===== src/rtl/alu_pipe_if.sv =====
`default_nettype none
// +----------------------------------------------------------------------+
// | alu_pipe_if : operand/result handshake bundle for alu_pipe.          |
// |               Flag signals exist only when ALU_FLAGS_EN is defined.  |
// | Revision    : 1.0                                                    |
// +----------------------------------------------------------------------+
interface alu_pipe_if #(
  parameter int WIDTH = 32,
  parameter int OP_W  = 7
);
  logic             in_valid;
  logic             in_ready;
  logic [OP_W-1:0]  op;
  logic [WIDTH-1:0] x;
  logic [WIDTH-1:0] y;
  logic             out_valid;
  logic             out_ready;
  logic [WIDTH-1:0] w;
  logic             illegal;
  logic             busy;
`ifdef ALU_FLAGS_EN
  logic             flag_z;
  logic             flag_c;
  logic             flag_v;
`endif

  modport master (
    output in_valid, op, x, y, out_ready,
`ifdef ALU_FLAGS_EN
    input  flag_z, flag_c, flag_v,
`endif
    input  in_ready, out_valid, w, illegal, busy
  );

  modport slave (
    input  in_valid, op, x, y, out_ready,
`ifdef ALU_FLAGS_EN
    output flag_z, flag_c, flag_v,
`endif
    output in_ready, out_valid, w, illegal, busy
  );
endinterface
`default_nettype wire


===== src/rtl/alu_pipe.sv =====
`default_nettype none
// +----------------------------------------------------------------------+
// | alu_pipe : handshaked ALU, registered add/sub/move plus an iterative  |
// |            multiplier. Optional flags enabled by `define ALU_FLAGS_EN.|
// | Revision : 1.0                                                       |
// +----------------------------------------------------------------------+
module alu_pipe #(
  parameter int WIDTH    = 32,
  parameter int MUL_BITS = 1,
  parameter int OP_W     = 7
) (
  input  logic      clk,
  input  logic      rst_n,
  alu_pipe_if.slave bus
);
  localparam logic [OP_W-1:0] c_OP_ADD      = OP_W'(8'h01);
  localparam logic [OP_W-1:0] c_OP_SUB      = OP_W'(8'h02);
  localparam logic [OP_W-1:0] c_OP_MUL      = OP_W'(8'h03);
  localparam logic [OP_W-1:0] c_OP_LDB      = OP_W'(8'h04);
  localparam logic [OP_W-1:0] c_OP_LDW      = OP_W'(8'h05);
  localparam logic [OP_W-1:0] c_OP_STB      = OP_W'(8'h06);
  localparam logic [OP_W-1:0] c_OP_STW      = OP_W'(8'h07);
  localparam logic [OP_W-1:0] c_OP_MOV      = OP_W'(8'h08);
  localparam logic [OP_W-1:0] c_OP_BEQ      = OP_W'(8'h09);
  localparam logic [OP_W-1:0] c_OP_JUMP     = OP_W'(8'h0A);
  localparam logic [OP_W-1:0] c_OP_TLBWRITE = OP_W'(8'h0B);
  localparam logic [OP_W-1:0] c_OP_IRET     = OP_W'(8'h0C);

  localparam int c_ITERS = WIDTH / MUL_BITS;
  localparam int c_CNT_W = $clog2(c_ITERS + 1);
`ifdef ALU_FLAGS_EN
  localparam int c_ACC_W = 2 * WIDTH;  // full product needed for the overflow flags
`else
  localparam int c_ACC_W = WIDTH;
`endif

  typedef enum logic [0:0] {S_IDLE = 1'b0, S_MUL = 1'b1} state_t;

  state_t             r_state,   w_state_nxt;
  logic               r_out_valid, w_ov_nxt;
  logic [WIDTH-1:0]   r_w,       w_w_nxt;
  logic               r_illegal, w_ill_nxt;
  logic [c_ACC_W-1:0] r_acc,     w_acc_nxt;
  logic [c_ACC_W-1:0] r_mcand,   w_mcand_nxt;
  logic [WIDTH-1:0]   r_mplier,  w_mplier_nxt;
  logic [c_CNT_W-1:0] r_cnt,     w_cnt_nxt;

  logic               w_in_ready, w_accept;
  logic [WIDTH-1:0]   w_sum, w_diff, w_res;
  logic               w_res_ill;
  logic [c_ACC_W-1:0] w_partial, w_acc_sum;

  assign w_in_ready = (r_state == S_IDLE) && (!r_out_valid || bus.out_ready);
  assign w_accept   = bus.in_valid && w_in_ready;

`ifdef ALU_FLAGS_EN
  logic [2:0] r_flags, w_flags_nxt;  // {z, c, v}
  logic       w_carry, w_borrow, w_res_c, w_res_v;
  assign {w_carry,  w_sum}  = {1'b0, bus.x} + {1'b0, bus.y};
  assign {w_borrow, w_diff} = {1'b0, bus.x} - {1'b0, bus.y};
`else
  assign w_sum  = bus.x + bus.y;
  assign w_diff = bus.x - bus.y;
`endif

  always_comb begin
    w_res     = '0;
    w_res_ill = 1'b0;
`ifdef ALU_FLAGS_EN
    w_res_c   = 1'b0;
    w_res_v   = 1'b0;
`endif
    case (bus.op)
      c_OP_ADD, c_OP_LDB, c_OP_LDW, c_OP_STB, c_OP_STW: begin
        w_res = w_sum;
`ifdef ALU_FLAGS_EN
        w_res_c = w_carry;
        w_res_v = (bus.x[WIDTH-1] == bus.y[WIDTH-1]) && (w_sum[WIDTH-1] != bus.x[WIDTH-1]);
`endif
      end
      c_OP_SUB: begin
        w_res = w_diff;
`ifdef ALU_FLAGS_EN
        w_res_c = w_borrow;
        w_res_v = (bus.x[WIDTH-1] != bus.y[WIDTH-1]) && (w_diff[WIDTH-1] != bus.x[WIDTH-1]);
`endif
      end
      c_OP_MOV: w_res = bus.y;
      c_OP_MUL, c_OP_BEQ, c_OP_JUMP, c_OP_TLBWRITE, c_OP_IRET: w_res = '0;
      default: w_res_ill = 1'b1;
    endcase
  end

  // One MUL_BITS-wide digit of the multiplier per cycle, LSB first.
  assign w_partial = r_mcand * {{(c_ACC_W-MUL_BITS){1'b0}}, r_mplier[MUL_BITS-1:0]};
  assign w_acc_sum = r_acc + w_partial;

  always_comb begin
    w_state_nxt  = r_state;
    w_ov_nxt     = r_out_valid && !bus.out_ready;
    w_w_nxt      = r_w;
    w_ill_nxt    = r_illegal;
    w_acc_nxt    = r_acc;
    w_mcand_nxt  = r_mcand;
    w_mplier_nxt = r_mplier;
    w_cnt_nxt    = r_cnt;
`ifdef ALU_FLAGS_EN
    w_flags_nxt  = r_flags;
`endif
    if (r_state == S_IDLE) begin
      if (w_accept) begin
        if (bus.op == c_OP_MUL) begin
          w_state_nxt  = S_MUL;
          w_acc_nxt    = '0;
          w_mcand_nxt  = c_ACC_W'(bus.x);
          w_mplier_nxt = bus.y;
          w_cnt_nxt    = c_CNT_W'(c_ITERS);
        end else begin
          w_ov_nxt  = 1'b1;
          w_w_nxt   = w_res;
          w_ill_nxt = w_res_ill;
`ifdef ALU_FLAGS_EN
          w_flags_nxt = {(w_res == '0), w_res_c, w_res_v};
`endif
        end
      end
    end else begin
      w_acc_nxt    = w_acc_sum;
      w_mcand_nxt  = r_mcand << MUL_BITS;
      w_mplier_nxt = r_mplier >> MUL_BITS;
      w_cnt_nxt    = r_cnt - c_CNT_W'(1);
      if (r_cnt == c_CNT_W'(1)) begin
        w_state_nxt = S_IDLE;
        w_ov_nxt    = 1'b1;
        w_w_nxt     = w_acc_sum[WIDTH-1:0];
        w_ill_nxt   = 1'b0;
`ifdef ALU_FLAGS_EN
        w_flags_nxt = {(w_acc_sum[WIDTH-1:0] == '0),
                       (|w_acc_sum[c_ACC_W-1:WIDTH]),
                       (|w_acc_sum[c_ACC_W-1:WIDTH])};
`endif
      end
    end
  end

  always_ff @(posedge clk or negedge rst_n) begin
    if (!rst_n) begin
      r_state     <= S_IDLE;
      r_out_valid <= 1'b0;
      r_w         <= '0;
      r_illegal   <= 1'b0;
      r_acc       <= '0;
      r_mcand     <= '0;
      r_mplier    <= '0;
      r_cnt       <= '0;
`ifdef ALU_FLAGS_EN
      r_flags     <= '0;
`endif
    end else begin
      r_state     <= w_state_nxt;
      r_out_valid <= w_ov_nxt;
      r_w         <= w_w_nxt;
      r_illegal   <= w_ill_nxt;
      r_acc       <= w_acc_nxt;
      r_mcand     <= w_mcand_nxt;
      r_mplier    <= w_mplier_nxt;
      r_cnt       <= w_cnt_nxt;
`ifdef ALU_FLAGS_EN
      r_flags     <= w_flags_nxt;
`endif
    end
  end

  assign bus.in_ready  = w_in_ready;
  assign bus.out_valid = r_out_valid;
  assign bus.w         = r_w;
  assign bus.illegal   = r_illegal;
  assign bus.busy      = (r_state == S_MUL);
`ifdef ALU_FLAGS_EN
  assign bus.flag_z    = r_flags[2];
  assign bus.flag_c    = r_flags[1];
  assign bus.flag_v    = r_flags[0];
`endif
endmodule
`default_nettype wire

===== src/flat_wrapper.sv =====
// flat-port wrapper written by rule: the top's interface ports become plain ports
module alu_pipe_flat 
#(
  parameter int WIDTH    = 32,
  parameter int MUL_BITS = 1,
  parameter int OP_W     = 7
)
  (clk, rst_n, bus_in_valid, bus_op, bus_x, bus_y, bus_out_ready, bus_in_ready, bus_out_valid, bus_w, bus_illegal, bus_busy);
  alu_pipe_if #(.WIDTH(WIDTH), .OP_W(OP_W)) bus_i ();
  input  logic clk;
  input  logic rst_n;
  input wire logic [$bits(bus_i.in_valid)-1:0] bus_in_valid;
  input wire logic [$bits(bus_i.op)-1:0] bus_op;
  input wire logic [$bits(bus_i.x)-1:0] bus_x;
  input wire logic [$bits(bus_i.y)-1:0] bus_y;
  input wire logic [$bits(bus_i.out_ready)-1:0] bus_out_ready;
  output wire logic [$bits(bus_i.in_ready)-1:0] bus_in_ready;
  output wire logic [$bits(bus_i.out_valid)-1:0] bus_out_valid;
  output wire logic [$bits(bus_i.w)-1:0] bus_w;
  output wire logic [$bits(bus_i.illegal)-1:0] bus_illegal;
  output wire logic [$bits(bus_i.busy)-1:0] bus_busy;
  assign bus_i.in_valid = bus_in_valid;
  assign bus_i.op = bus_op;
  assign bus_i.x = bus_x;
  assign bus_i.y = bus_y;
  assign bus_i.out_ready = bus_out_ready;
  assign bus_in_ready = bus_i.in_ready;
  assign bus_out_valid = bus_i.out_valid;
  assign bus_w = bus_i.w;
  assign bus_illegal = bus_i.illegal;
  assign bus_busy = bus_i.busy;
  alu_pipe #(.WIDTH(WIDTH), .MUL_BITS(MUL_BITS), .OP_W(OP_W)) u_core (.clk(clk), .rst_n(rst_n), .bus(bus_i));
endmodule

===== config.mk =====
export PLATFORM = sky130hd
export DESIGN_NAME = alu_pipe_flat
export DESIGN_NICKNAME = d
export VERILOG_FILES = /design/src/rtl/alu_pipe_if.sv /design/src/rtl/alu_pipe.sv /design/src/flat_wrapper.sv
export SDC_FILE = /design/constraint.sdc
export NUM_CORES = 1
export LEC_CHECK = 0
export BUFFER_PORTS_ARGS = -buffer_cell sky130_fd_sc_hd__clkbuf_2
export CAP_MARGIN = 30
export CELL_PAD_IN_SITES_DETAIL_PLACEMENT = 0
export CELL_PAD_IN_SITES_GLOBAL_PLACEMENT = 2
export CORE_ASPECT_RATIO = 0.8
export CORE_MARGIN = 5
export CORE_UTILIZATION = 37
export CTS_BUF_LIST = sky130_fd_sc_hd__clkbuf_4
export CTS_CLUSTER_SIZE = 40
export DETAILED_ROUTE_END_ITERATION = 7
export PLACE_DENSITY = 0.89
export SYNTH_ARGS = -nofsm -noshare
export SYNTH_HDL_FRONTEND = slang
export SYNTH_SLANG_ARGS = --single-unit

===== constraint.sdc =====
create_clock -name clk -period 4.5 [get_ports clk]
set_input_delay 0.9 -clock clk [delete_from_list [all_inputs] [get_ports clk]]
set_output_delay 0.9 -clock clk [all_outputs]
set_load 0.05 [all_outputs]

# After elaboration in Yosys (flattened, before gate mapping)
# Cells that the tools add are included.
dict set report classes {
  addsub 4
  n_mul 1
  div 0
  magnitude_cmp 0
  n_eq_ne 15
  n_shift 0
  n_mux 30
  n_bitwise 1
  reduce_logical 12
}
# op count
set op_table {}
lappend op_table {{32-bit 2-to-1 mux} 13}
lappend op_table {{32-bit one-hot mux with 3 select lines} 1}
lappend op_table {{32-bit adder} 2}
lappend op_table {{7-bit by 4-bit equality test with 1-bit output (second input constant)} 5}
lappend op_table {{32-bit by 1-bit multiplier with 32-bit output} 1}
lappend op_table {{32-bit subtractor} 1}
lappend op_table {{7-bit by 3-bit equality test with 1-bit output (second input constant)} 4}
lappend op_table {{6-bit 2-to-1 mux} 3}
lappend op_table {{7-bit by 2-bit equality test with 1-bit output (second input constant)} 2}
lappend op_table {{1-bit 2-to-1 mux} 13}
lappend op_table {{12-bit OR reduction} 1}
lappend op_table {{7-bit by 1-bit equality test with 1-bit output (second input constant)} 1}
lappend op_table {{6-bit by 1-bit equality test with 1-bit output (second input constant)} 1}
lappend op_table {{6-bit by 1-bit subtractor with 6-bit output (second input constant)} 1}
lappend op_table {{5-bit OR reduction} 1}
lappend op_table {{2-bit nonzero test} 2}
lappend op_table {{1-bit logical AND} 3}
lappend op_table {{3-bit AND reduction} 1}
lappend op_table {{1-bit logical NOT} 2}
lappend op_table {{2-bit by 1-bit != test with 1-bit output (second input constant)} 1}
lappend op_table {{2-bit != test (second input constant)} 1}
lappend op_table {{2-bit AND reduction} 1}
lappend op_table {{1-bit logical OR} 1}
lappend op_table {{1-bit inverter} 1}
dict set report word_totals {
  reg_bits 137
  latchBits 0
  ramBits 0
  rom_bits 0
  out_inout_bits 36
  n_memories 0
}

# Longest topological paths before layout
# Gate-level depths: netlist (run 1).
dict set report depth {
  depth_word 6
  depth_mapped 21
  mapped_depth_nobuf 20
}

# Worst setup path before layout (run 1)
# No wires, ideal clock.
dict set report synth_timing {
  path_kind {input port to flip-flop}
  start {input bus_op[5]}
  end {register u_core.r_w[31], in the netlist u_core.bus.w[31]}
  setup_ns 0.126
  t_arrival_ns 4.469
  required_time_ns 4.374
  slack_ns -0.095
  path_stages 17
  n_path_buf 2
  cell_sequence {nor3_1 nand3_1 or2_2 clkbuf_1 clkbuf_1 mux2i_1 ha_1 nor2b_1 o2111ai_1 a21boi_1 a311oi_2 o211ai_1 nand2_1 o31ai_1 o41ai_2 xnor2_1 a221o_1}
}
dict set report synth_between {
  elab_chain_cells 6
  elab_cells_between_ends 15
  classes_between {eq/ne: 9; mux: 4; reduce/logical: 2}
}
# element line
set synth_rtl {}
lappend synth_rtl {{start, declared} flat_wrapper.sv:13} ;# input wire logic [$bits(bus_i.op)-1:0] bus_op;
lappend synth_rtl {{7-bit by 1-bit equality test with 1-bit output / 7-bit by 3-bit equality test with 1-bit output (equally long branches)} alu_pipe.sv:73} ;# case (bus.op)
lappend synth_rtl {{5-bit OR reduction} alu_pipe.sv:73}
lappend synth_rtl {{32-bit one-hot mux with 3 select lines} alu_pipe.sv:73}
lappend synth_rtl {{32-bit 2-to-1 mux} alu_pipe.sv:112} ;# if (bus.op == c_OP_MUL) begin
lappend synth_rtl {{32-bit 2-to-1 mux} alu_pipe.sv:111} ;# if (w_accept) begin
lappend synth_rtl {{32-bit 2-to-1 mux} alu_pipe.sv:110} ;# if (r_state == S_IDLE) begin
lappend synth_rtl {{end signal, assigned} alu_pipe.sv:162} ;# r_w <= w_w_nxt;
lappend synth_rtl {{end, declared} alu_pipe.sv:41} ;# logic [WIDTH-1:0] r_w, w_w_nxt;
# Parallel ways exist; a longest one is shown, timed or not. The select of a mux whose other input is x is not followed.
# A chain may end at the register's enable or synchronous reset.

# Worst setup path in the final report (run 1)
dict set report layout_timing {
  start {input bus_y[10]}
  end {register u_core.r_w[31], in the netlist u_core.bus.w[31]}
}
dict set report layout_between {
  elab_chain_cells 5
  elab_cells_between_ends 6
  classes_between {add/sub: 2; mux: 4}
}
# element line
set layout_rtl {}
lappend layout_rtl {{start, declared} flat_wrapper.sv:15} ;# input wire logic [$bits(bus_i.y)-1:0] bus_y;
lappend layout_rtl {{32-bit subtractor / 32-bit adder (equally long branches)} {alu_pipe.sv:63, alu_pipe.sv:62}}
lappend layout_rtl {{32-bit one-hot mux with 3 select lines *} alu_pipe.sv:73}
lappend layout_rtl {{32-bit 2-to-1 mux *} alu_pipe.sv:112}
lappend layout_rtl {{32-bit 2-to-1 mux *} alu_pipe.sv:111}
lappend layout_rtl {{32-bit 2-to-1 mux *} alu_pipe.sv:110}
# Mark *: on every way between the ends. The rest lies on a longest branch, timed or not. The select of a mux whose other input is x is not followed.

==> metrics.md, run 1 <==
| Metric | Value |
|---|---|
| Static Leakage | `about 0.0055 uW` |
| Synth Flop Type | `dfrtp_1` |
| Yosys Warn Count | `0` |
| CP endpoint kind | `register` |
| Asr flop ratio synth | `1.000` |
| Setup bufs post-CTS | `0` |
| Final Hold Fails | `0` |
| Buffers on Ports | `110` |
| Status | `finished, final reports clean` |
| Slew Limit Headroom | `0.4438` |
| Placed cell count | `1646` |
| Seq. cell area | `roughly 0.0034 mm2` |
| Post-synthesis cell count | `about 1200` |
| Post-synth top area share | `0.3530` |
| Syn_area_per_cell | `around 8.4 um2` |
| Core Area | `0.02606 mm2` |
| Non-filler cells in the finished layout | `1679` |
| Min-Delay Path Class | `in -> async` |
| Total die area | `slightly below 0.03 mm2` |
| GP Congestion | `0.9096` |
| Worst Tran Pin Value | `between 0.8 and 0.9 ns` |
| Initial Util | `0.3727` |
| Mean routed wirelength per cell | `18.19 um` |
| Arr. time, crit path | `roughly 4.6 ns` |
| Worst path required time | `4.96 ns` |
| Die W | `191.1 um` |
| CTS tree | `built` |
| DR iter-0 viols | `~550` |
| 1st-pass router iterations | `5` |
| Die Y-Extent | `154.9 um` |
| Worst IR Drop VDD | `0.0004466 V` |
| P per Cell Area | `500.8 mW/mm2` |
| Hold buffers post-CTS | `0` |
| Num CTS Buffers | `17` |
| Final Max Slew Viols | `0` |
| Total grt overflow | `0` |
| H-tree levels | `4` |
| Largest area contributor in the netlist | `dfrtp_1` |
| Worst skew pair latency | `0.58 ns` |
| Fin Clk Skew | `approximately 0.046 ns` |
| Via-per-instance ratio | `roughly 5.3` |
| Global-route wire length before repair | `48850 um` |
| Antenna Violating Nets Remaining | `0` |
| Cell variety after synth | `64` |
| Num Clock Sinks | `137` |
| Clock tree buffer depth | `2` |
| Total power | `5748 uW` |
| Vias in the first global route | `around 8600` |
| Final nets | `1451` |
| Antenna Cells | `0` |
| Filler Cell Count | `2632` |
| Post-CTS resize count | `0` |
| Mapped Area | `0.009713 mm2` |
| Final HPWL DP | `around 23000 um` |
| Num rows | `53` |
| Ranking of synthesized cells by area | `dfrtp_1 (35%), ha_1 (8.4%), nand2_1 (6.1%), nor2_1 (5.2%), xnor2_1 (4.9%)` |
| I/O pins | `about 110` |
| Final period util | `0.9250` |
| Startpoint types | `input port` |
| Setup violations, final | `0` |
| Layout cells sized above 1 | `0.1891` |
| WS Path Type | `in -> reg` |
| Minimum clock period | `4.162 ns` |
| Worst-path maximum fanout | `3` |
| EDFF count, synth | `0` |
| Clock-pin slew on the worst setup and hold paths | `0.14 ns` |
| Seq cells post-synth | `137` |
| Syn nets | `1295` |
| Most frequent cells in the layout | `nand2_1 (158), dfrtp_1 (136), nor2_1 (132)` |
| Multi-input logic area | `0.006017 mm2` |
| Total Routing Usage GR | `0.2093` |
| Sequential area share after synthesis | `0.3530` |
| Via Count | `8928` |
| DR DRC count | `0` |
| Max Freq | `0.2402 GHz` |
| Initial antenna violation count | `0` |
| Syn-to-layout area delta | `18.15%` |
| MaxCap Viol Count | `0` |
| Most common cell after layout, fill and taps aside | `nand2_1` |
| Largest net degree at the start of global routing | `103` |
| Root buffer cell | `clkbuf_4` |
| RSZ-0062 raised after global routing | `false` |
| DRT Wirelength | `30540 um` |
==> critical path: stages <==
cell      delay, ns
clkbuf_2       0.09
or4_4          0.58
nor4_4         0.18
nand2_1        0.15
nor4_4         0.17
a21oi_1        0.11
xnor2_1        0.14
ha_1           0.33
a21oi_1        0.10
nand2_1        0.07
nand2_1        0.06
or3_1          0.37
o211ai_1       0.24
nand2_1        0.11
o31ai_1        0.46
o41ai_2        0.11
xnor2_1        0.13
a221o_1        0.32
==> stage by stage <==
stage / hold WS [ns] / setup WS [ns] / util / instance area, um2 / setup TNS, ns
3_5_place_dp: 0.4645 / -0.2535 / 0.4291 / 11180 / -1.043
6_report: 0.2367 / 0.3376 / 0.4403 / 11480 / 0
5_1_grt: 0.2134 / 0.06227 / 0.4403 / 11480 / 0
3_3_place_gp: 0.4581 / -0.2073 / 0.4291 / 11180 / -0.7867
2_1_floorplan: 0.4456 / 0.06352 / - / 9722 / 0
4_1_cts: 0.4433 / 0.3921 / 0.4393 / 11450 / 0
==> synthesized netlist by cell type, drive strengths merged, types with 5 or more instances <==
master,count
dfrtp,137
o22ai,32
nand2b,8
o21a,9
a211oi,5
nand2,160
inv,24
a22o,7
o21ai,82
nand4,8
a21o,31
and2,32
a22oi,12
nand3,12
xor2,38
clkbuf,54
nor3,17
a222oi,5
o31ai,7
xnor2,54
mux2i,33
nor2,134
a31oi,26
a21oi,80
a221oi,7
and3,7
ha,65
o21bai,11
==> worst paths after layout <==
| path | from | end | slack [ns] | cells after the start |
|---|---|---|---|---|
| worst min register to register | u_core.r_cnt[5] | u_core.r_cnt[5] | 0.49 | 1 |
| min in group clk | u_core.r_cnt[5] | u_core.r_cnt[5] | 0.49 | 1 |
| worst max-delay path | bus_y[10] | u_core.bus.w[31] | 0.34 | 18 |
| worst max register to register | u_core.r_mplier[0] | u_core.bus.w[31] | 0.64 | 13 |
| max in group asynchronous | rst_n | u_core.r_acc[10] | 3.29 | 3 |
| worst min-delay path | rst_n | u_core.r_mplier[31] | 0.24 | 1 |
==> flip-flops by register name, summed over array words and instances, names as in the netlist <==
signal,count
u_core.bus.out_valid,1
u_core.r_acc,32
u_core.r_mplier,32
u_core.r_mcand,32
u_core.bus.w,32
u_core.bus.busy,1
u_core.r_cnt,6
u_core.bus.illegal,1
==> metal layers <==
| layer | global-route usage | up-vias | part of all wire |
|---|---|---|---|
| met5 | 0 | - | 0 |
| met4 | 0.04547 | 0 | 0.012 |
| met3 | 0.03881 | 28 | 0.051 |
| met2 | 0.2954 | 212 | 0.42 |
| met1 | 0.3307 | 4264 | 0.52 |
| li1 | - | 4424 | - |
==> where the power goes <==
group          switching [uW]  leakage (uW)  total, uW  internal [uW]
combinational            1940       0.00371       2880            937
clock                     525      0.000133        806            281
sequential                375       0.00169       2060           1690
total                    2850       0.00554       5750           2900
==> logic make-up after synthesis <==
family / count (synthesis) / synth area share
buffers and inverters: 82 / 0.03169
AND/OR/NAND/NOR: 402 / 0.1881
AO/OA/AOI/OAI: 340 / 0.2225
multiplexers: 33 / 0.03401
adder cells (fa/ha/maj): 67 / 0.08785
flip-flops: 137 / 0.3530
XOR/XNOR: 92 / 0.08296
==> area by class of cell <==
type	instances	share of cell area
multi-input combinational	934	0.5243
sequential	137	0.2991
timing repair buffer	194	0.1063
tap	357	0.03892
clock inverter	15	0.01210
clock buffer	17	0.01112
inverter	25	0.008177
No activity file was read; power rests on OpenSTA's default activity.
==> inputs of run 2 (changes only) <==
Settings changed: CORE_MARGIN 5 to 4, PLACE_DENSITY 0.89 to unset, PLACE_DENSITY_LB_ADDON set to 0.1.
==> metrics.md, run 2 (synthesis results as in run 1) <==
| Metric | Value |
|---|---|
| WS Path Type | `in -> reg (unchanged)` |
| Via-per-instance ratio | `5.304 (was 5.317)` |
| Root buffer cell | `clkbuf_4 (unchanged)` |
| Clock tree buffer depth | `2 (unchanged)` |
| CTS tree | `built (unchanged)` |
| Sw power | `2820 uW (was 2845 uW)` |
| CP max-delay cell | `or4_4 (unchanged)` |
| Worst-path maximum fanout | `3 (unchanged)` |
| Vias in the first global route | `8691 (was 8612)` |
| Most frequent cells in the layout | `nand2_1 (158), dfrtp_1 (136), nor2_1 (132) (unchanged)` |
| Hold buffers post-CTS | `0 (unchanged)` |
| Worst path buffer plus inverter count | `2 (was 1)` |
| Total grt overflow | `0 (unchanged)` |
| Num rows | `52 (was 53)` |
| Min-Delay Path Class | `in -> async (unchanged)` |
| Worst IR Drop VDD | `0.0003421 V (was 0.0004466 V)` |
| Final nets | `1476 (was 1451)` |
| Largest net degree at the start of global routing | `97 (was 103)` |
| GP Congestion | `0.8898 (was 0.9096)` |
| Max Freq | `0.2392 GHz (was 0.2402 GHz)` |
| Die Y-Extent | `152.9 um (was 154.9 um)` |
| Crit path max-delay family | `simple AND/OR/NAND/NOR gates (unchanged)` |
| Buffers on Ports | `110 (unchanged)` |
| Initial antenna violation count | `1 (was 0)` |
| Int Pwr | `3027 uW (was 2903 uW)` |
| Syn-to-layout area delta | `20.28% (was 18.15%)` |
| Slew Limit Headroom | `0.3919 (was 0.4438)` |
| Total die area | `0.02892 mm2 (was 0.02961 mm2)` |
| Critical Path Most Common Cell | `nand2_1 (unchanged)` |
| DR DRC count | `0 (unchanged)` |
| Fin Clk Skew | `0.02277 ns (was 0.04585 ns)` |
| I/O pins | `111 (unchanged)` |
| Antenna Violating Nets Remaining | `0 (unchanged)` |
| Final Max Slew Viols | `0 (unchanged)` |
| CP endpoint kind | `register (unchanged)` |
| Arr. time, crit path | `4.64 ns (was 4.62 ns)` |
| Net Sw Frac | `0.4823 (was 0.4950)` |
| Worst-path cell chain | `clkbuf_2 > or4_4 > nor4_4 > nand2_1 > nor4_4 > a21oi_1 > xnor2_1 > ha_1 > a21oi_1 > nand2_1 > nand2_1 > or3_1 > o211ai_1 > nand2_1 > o31ai_1 > buf_4 > o41ai_2 > xnor2_1 > a221o_1 (was clkbuf_2 > or4_4 > nor4_4 > nand2_1 > nor4_4 > a21oi_1 > xnor2_1 > ha_1 > a21oi_1 > nand2_1 > nand2_1 > or3_1 > o211ai_1 > nand2_1 > o31ai_1 > o41ai_2 > xnor2_1 > a221o_1)` |
| Final HPWL DP | `23940 um (was 23260 um)` |
| Status | `finished, final reports clean (unchanged)` |
| Multi-input logic area | `0.006017 mm2 (unchanged)` |
| Most common cell after layout, fill and taps aside | `nand2_1 (unchanged)` |
| Minimum clock period | `4.181 ns (was 4.162 ns)` |
| Initial Util | `0.3799 (was 0.3727)` |
| Seq. cell area | `0.003432 mm2 (unchanged)` |
| Flop pwr share | `0.344 (was 0.358)` |
| MaxCap Viol Count | `0 (unchanged)` |
| Setup bufs post-CTS | `0 (unchanged)` |
| Global-route wire length before repair | `49900 um (was 48850 um)` |
| Combinational share of power | `0.508 (was 0.501)` |
| Worst r2r path cells | `13 (unchanged)` |
| DRT Wirelength | `31770 um (was 30540 um)` |
| Filler Cell Count | `2580 (was 2632)` |
| Worst path required time | `4.95 ns (was 4.96 ns)` |
| Setup_tns | `0 ns (unchanged)` |
| Mean routed wirelength per cell | `18.71 um (was 18.19 um)` |
| Via Count | `9006 (was 8928)` |
| Startpoint types | `input port (unchanged)` |
| Num CTS Buffers | `17 (unchanged)` |
| Static Leakage | `0.005671 uW (was 0.005536 uW)` |
| Worst path depth | `19 (was 18)` |
| Final Hold Fails | `0 (unchanged)` |
| H-tree levels | `4 (unchanged)` |
| Worst skew pair latency | `0.57 ns (was 0.58 ns)` |
| Clock-pin slew on the worst setup and hold paths | `0.12 ns (was 0.14 ns)` |
| RSZ-0062 raised after global routing | `false (unchanged)` |
| Die W | `189.1 um (was 191.1 um)` |
| Total Routing Usage GR | `0.2195 (was 0.2093)` |
| Core Area | `0.02557 mm2 (was 0.02606 mm2)` |
| Slowest cell delay on critical path | `0.59 ns (was 0.58 ns)` |
| Final hold slack | `0.2514 ns (was 0.2367 ns)` |
| Post-CTS resize count | `0 (unchanged)` |
| Clock share of power | `0.148 (was 0.140)` |
| Layout cells sized above 1 | `0.2028 (was 0.1891)` |
| Num Clock Sinks | `137 (unchanged)` |
| 1st-pass router iterations | `5 (unchanged)` |
| Worst Tran Pin Value | `0.9121 ns (was 0.8343 ns)` |
| Final period util | `0.9292 (was 0.9250)` |
| P per Cell Area | `500.6 mW/mm2 (was 500.8 mW/mm2)` |
| DR iter-0 viols | `705 (was 547)` |
| Setup violations, final | `0 (unchanged)` |
[run 2: cell types whose count changed in the layout (fill, tap and decap cells not counted)]
cell,change
buf_4,+25
inv_6,-5
bufinv_16,+2
clkbuf_4,+1
clkinv_1,+1
clkinv_2,+1
clkinv_4,-1
diode_2,+1
[run 2: final timing paths]
kind	start	endpoint	slack, ns
worst max-delay path	bus_y[10]	u_core.bus.w[31]	0.32
worst min-delay path	rst_n	u_core.r_mplier[7]	0.25
worst max register to register	u_core.r_mplier[0]	u_core.bus.w[31]	0.60
worst min register to register	u_core.bus.w[8]	u_core.bus.w[8]	0.50
max in group asynchronous	rst_n	u_core.r_mcand[21]	3.24
min in group clk	u_core.bus.w[8]	u_core.bus.w[8]	0.50
[run 2: layout make-up]
cell class | count | area share
timing repair buffer | 219 | 0.1205
clock inverter | 13 | 0.01328
multi-input combinational | 934 | 0.5150
inverter | 25 | 0.008033
clock buffer | 18 | 0.01157
sequential | 137 | 0.2938
antenna | 1 | 0.0002142
tap | 351 | 0.03759
[run 2: stage by stage]
| step | cells | util | area [um2] | power [uW] | setup WS (ns) |
|---|---|---|---|---|---|
| 3_3_place_gp | 1665 | 0.4444 | 11360 | 4996 | -0.2730 |
| 3_5_place_dp | 1665 | 0.4444 | 11360 | 5005 | -0.2584 |
| 2_1_floorplan | 1153 | - | 9722 | 4053 | 0.06352 |
| 6_report | 1698 | 0.4569 | 11680 | 5848 | 0.3186 |
| 4_1_cts | 1696 | 0.4557 | 11650 | 5891 | 0.3631 |
| 5_1_grt | 1698 | 0.4569 | 11680 | 6290 | 0.04842 |
[run 2: power by group through the flow]
| stage | clock (uW) | sequential [uW] | combinational [uW] |
|---|---|---|---|
| floorplan | 0 | 2480 | 1570 |
| global placement | 0 | 2030 | 2960 |
| CTS | 896 | 2010 | 2980 |
| global route | 958 | 2070 | 3260 |
| finish | 865 | 2010 | 2970 |
| detailed placement | 0 | 2040 | 2970 |
[run 2: layer usage]
| metal | vias up | share of wire | global-route usage |
|---|---|---|---|
| met5 | - | 0 | 0 |
| met4 | 0 | 0.014 | 0.04821 |
| met3 | 29 | 0.042 | 0.03671 |
| met2 | 193 | 0.40 | 0.3018 |
| met1 | 4303 | 0.54 | 0.3548 |
| li1 | 4481 | - | - |
[run 2: worst reg2reg max path: stages (launching register included)]
cell,delay [ns]
dfrtp_1,0.45
buf_4,0.25
and2_1,0.21
ha_1,0.35
o211ai_1,0.17
o211ai_1,0.33
nand3_1,0.19
o311a_1,0.37
a21oi_1,0.25
a21oi_1,0.18
o21ai_1,0.42
mux2i_1,0.30
a21oi_1,0.09
a221o_1,0.26
==> inputs of run 3 (changes only) <==
Clock period 4.5 ns to 4.34 ns, I/O delays scaled along.
==> metrics.md, run 3 (synthesis results as in run 1) <==
| Metric | Value |
|---|---|
| Status | `finished, final reports clean (unchanged)` |
| Core Area | `0.02557 mm2 (unchanged)` |
| Slowest cell delay on critical path | `0.57 ns (was 0.59 ns)` |
| Die Y-Extent | `152.9 um (unchanged)` |
| CP max-delay cell | `or4_4 (unchanged)` |
| CTS tree | `built (unchanged)` |
| Setup bufs post-CTS | `0 (unchanged)` |
| Most frequent cells in the layout | `nand2_1 (156), dfrtp_1 (136), nor2_1 (132) (was nand2_1 (158), dfrtp_1 (136), nor2_1 (132))` |
| Total die area | `0.02892 mm2 (unchanged)` |
| Clock tree buffer depth | `2 (unchanged)` |
| DR iter-0 viols | `682 (was 705)` |
| Num rows | `52 (unchanged)` |
| Static Leakage | `0.005768 uW (was 0.005671 uW)` |
| Final period util | `0.9314` |
| Worst path required time | `4.87 ns (was 4.95 ns)` |
| Minimum clock period | `4.042 ns` |
| Clock-pin slew on the worst setup and hold paths | `0.14 ns (was 0.12 ns)` |
| Fin Clk Skew | `0.03040 ns (was 0.02277 ns)` |
| DP Worst Slack | `-0.3401 ns (was -0.2584 ns)` |
| Most common cell after layout, fill and taps aside | `nand2_1 (unchanged)` |
| RSZ-0062 raised after global routing | `true (was false)` |
| Via Count | `9050 (was 9006)` |
| Slew Limit Headroom | `0.3569 (was 0.3919)` |
| Initial antenna violation count | `1 (unchanged)` |
| Layout cells sized above 1 | `0.2160 (was 0.2028)` |
| Final core utilization | `0.4627 (was 0.4569)` |
| H-tree levels | `4 (unchanged)` |
| Root buffer cell | `clkbuf_4 (unchanged)` |
| Crit path max-delay family | `simple AND/OR/NAND/NOR gates (unchanged)` |
| Mean routed wirelength per cell | `18.62 um (was 18.71 um)` |
| Max Freq | `0.2474 GHz` |
| Total grt overflow | `0 (unchanged)` |
| Worst path buffer plus inverter count | `3 (was 2)` |
| Startpoint types | `input port (unchanged)` |
| CP endpoint kind | `register (unchanged)` |
| Worst IR Drop VDD | `0.0004591 V (was 0.0003421 V)` |
| Placed cell count | `1680 (was 1665)` |
| Setup violations, final | `0 (unchanged)` |
| I/O pins | `111 (unchanged)` |
| P per Cell Area | `518.1 mW/mm2 (was 500.6 mW/mm2)` |
| Syn-to-layout area delta | `21.80% (was 20.28%)` |
| Total Routing Usage GR | `0.2213 (was 0.2195)` |
| Global-route wire length before repair | `50250 um (was 49900 um)` |
| Worst Tran Pin Value | `0.9646 ns (was 0.9121 ns)` |
| MaxCap Viol Count | `0 (unchanged)` |
| Worst-path cell chain | `buf_6 > or4_4 > nor4_4 > buf_4 > nand2_4 > nor4_4 > buf_4 > nand2_4 > or4_4 > nand2_2 > xor2_1 > ha_1 > a21o_1 > a21o_1 > a21oi_2 > o21ai_1 > a31oi_1 > xnor2_1 > nand2_1 > a31oi_1 (was clkbuf_2 > or4_4 > nor4_4 > nand2_1 > nor4_4 > a21oi_1 > xnor2_1 > ha_1 > a21oi_1 > nand2_1 > nand2_1 > or3_1 > o211ai_1 > nand2_1 > o31ai_1 > buf_4 > o41ai_2 > xnor2_1 > a221o_1)` |
| Buffers on Ports | `110 (unchanged)` |
| Num CTS Buffers | `17 (unchanged)` |
| DR DRC count | `0 (unchanged)` |
| Antenna Violating Nets Remaining | `0 (unchanged)` |
| Initial Util | `0.3799 (unchanged)` |
| WS Path Type | `in -> reg (unchanged)` |
| Vias in the first global route | `8735 (was 8691)` |
| Worst-path maximum fanout | `4 (was 3)` |
| 1st-pass router iterations | `5 (unchanged)` |
| GP Congestion | `0.9015 (was 0.8898)` |
| Final Hold Fails | `0 (unchanged)` |
| Arr. time, crit path | `4.57 ns (was 4.64 ns)` |
| Final nets | `1490 (was 1476)` |
| Final worst setup slack | `0.2978 ns (was 0.3186 ns)` |
| Min-Delay Path Class | `in -> async (unchanged)` |
| Setup_tns | `0 ns (unchanged)` |
| Total power | `6129 uW (was 5848 uW)` |
| Non-filler cells in the finished layout | `1714 (was 1698)` |
| Via-per-instance ratio | `5.280 (was 5.304)` |
| Num Clock Sinks | `137 (unchanged)` |
| Worst skew pair latency | `0.60 ns (was 0.57 ns)` |
| Die W | `189.1 um (unchanged)` |
| Largest net degree at the start of global routing | `83 (was 97)` |
| DRT Wirelength | `31910 um (was 31770 um)` |
| Final HPWL DP | `24320 um (was 23940 um)` |
| Final Max Slew Viols | `0 (unchanged)` |
run 3: cell types whose count changed in the layout (fill, tap and decap cells not counted), moves of 2 or more:
cell	before	now
buf_4	107	121
inv_6	0	2
nand2_1	158	156
nand2_4	0	2
run 3: repair_timing:
item	in CTS	in global routing
endpoints found under the setup margin	0	1
resized for setup	0	6
hold buffers	0	0
run 3: report_power, final:
group          total, uW  switching [uW]  internal (uW)
sequential          2110             361           1750
clock                938             540            398
combinational       3080            2070           1010
total               6130            2970           3160
run 3: per-layer routing:
metal  vias up  routed length [um]  part of all wire  global-route usage
met5         -                   0                 0                   0
met1      4337               17200              0.54              0.3544
li1       4507                   -                 -                   -
met3        19                1521             0.048             0.04309
met4         0                 247            0.0077             0.03642
met2       187               12940              0.41              0.3099
run 3: worst paths after layout:
kind | from | slack (ns) | depth (start not counted) | to
min in group clk | u_core.r_mplier[16] | 0.48 | 2 | u_core.r_mplier[15]
max in group asynchronous | rst_n | 3.25 | 2 | u_core.r_acc[15]
max reg2reg | u_core.r_mplier[0] | 0.38 | 15 | u_core.bus.w[16]
max | bus_y[10] | 0.30 | 20 | u_core.bus.w[30]
min | rst_n | 0.21 | 1 | u_core.r_mplier[9]
min reg2reg | u_core.r_mplier[16] | 0.48 | 2 | u_core.r_mplier[15]
run 3: through the flow:
step           instance area [um2]  hold WS (ns)
2_1_floorplan                 9737        0.4456
3_3_place_gp                 11500        0.4611
3_5_place_dp                 11500        0.4652
4_1_cts                      11800        0.1959
5_1_grt                      11830        0.1963
6_report                     11830        0.2063
run 3: cell type report:
type	count	area (um2)
Fill cell	2585	13740
Multi-Input combinational cell	934	6045
Sequential cell	137	3432
Timing Repair Buffer	233	1511
Tap cell	351	439.2
Clock inverter	15	176.4
Clock buffer	17	127.6
Inverter	25	93.84
Antenna cell	2	5.005
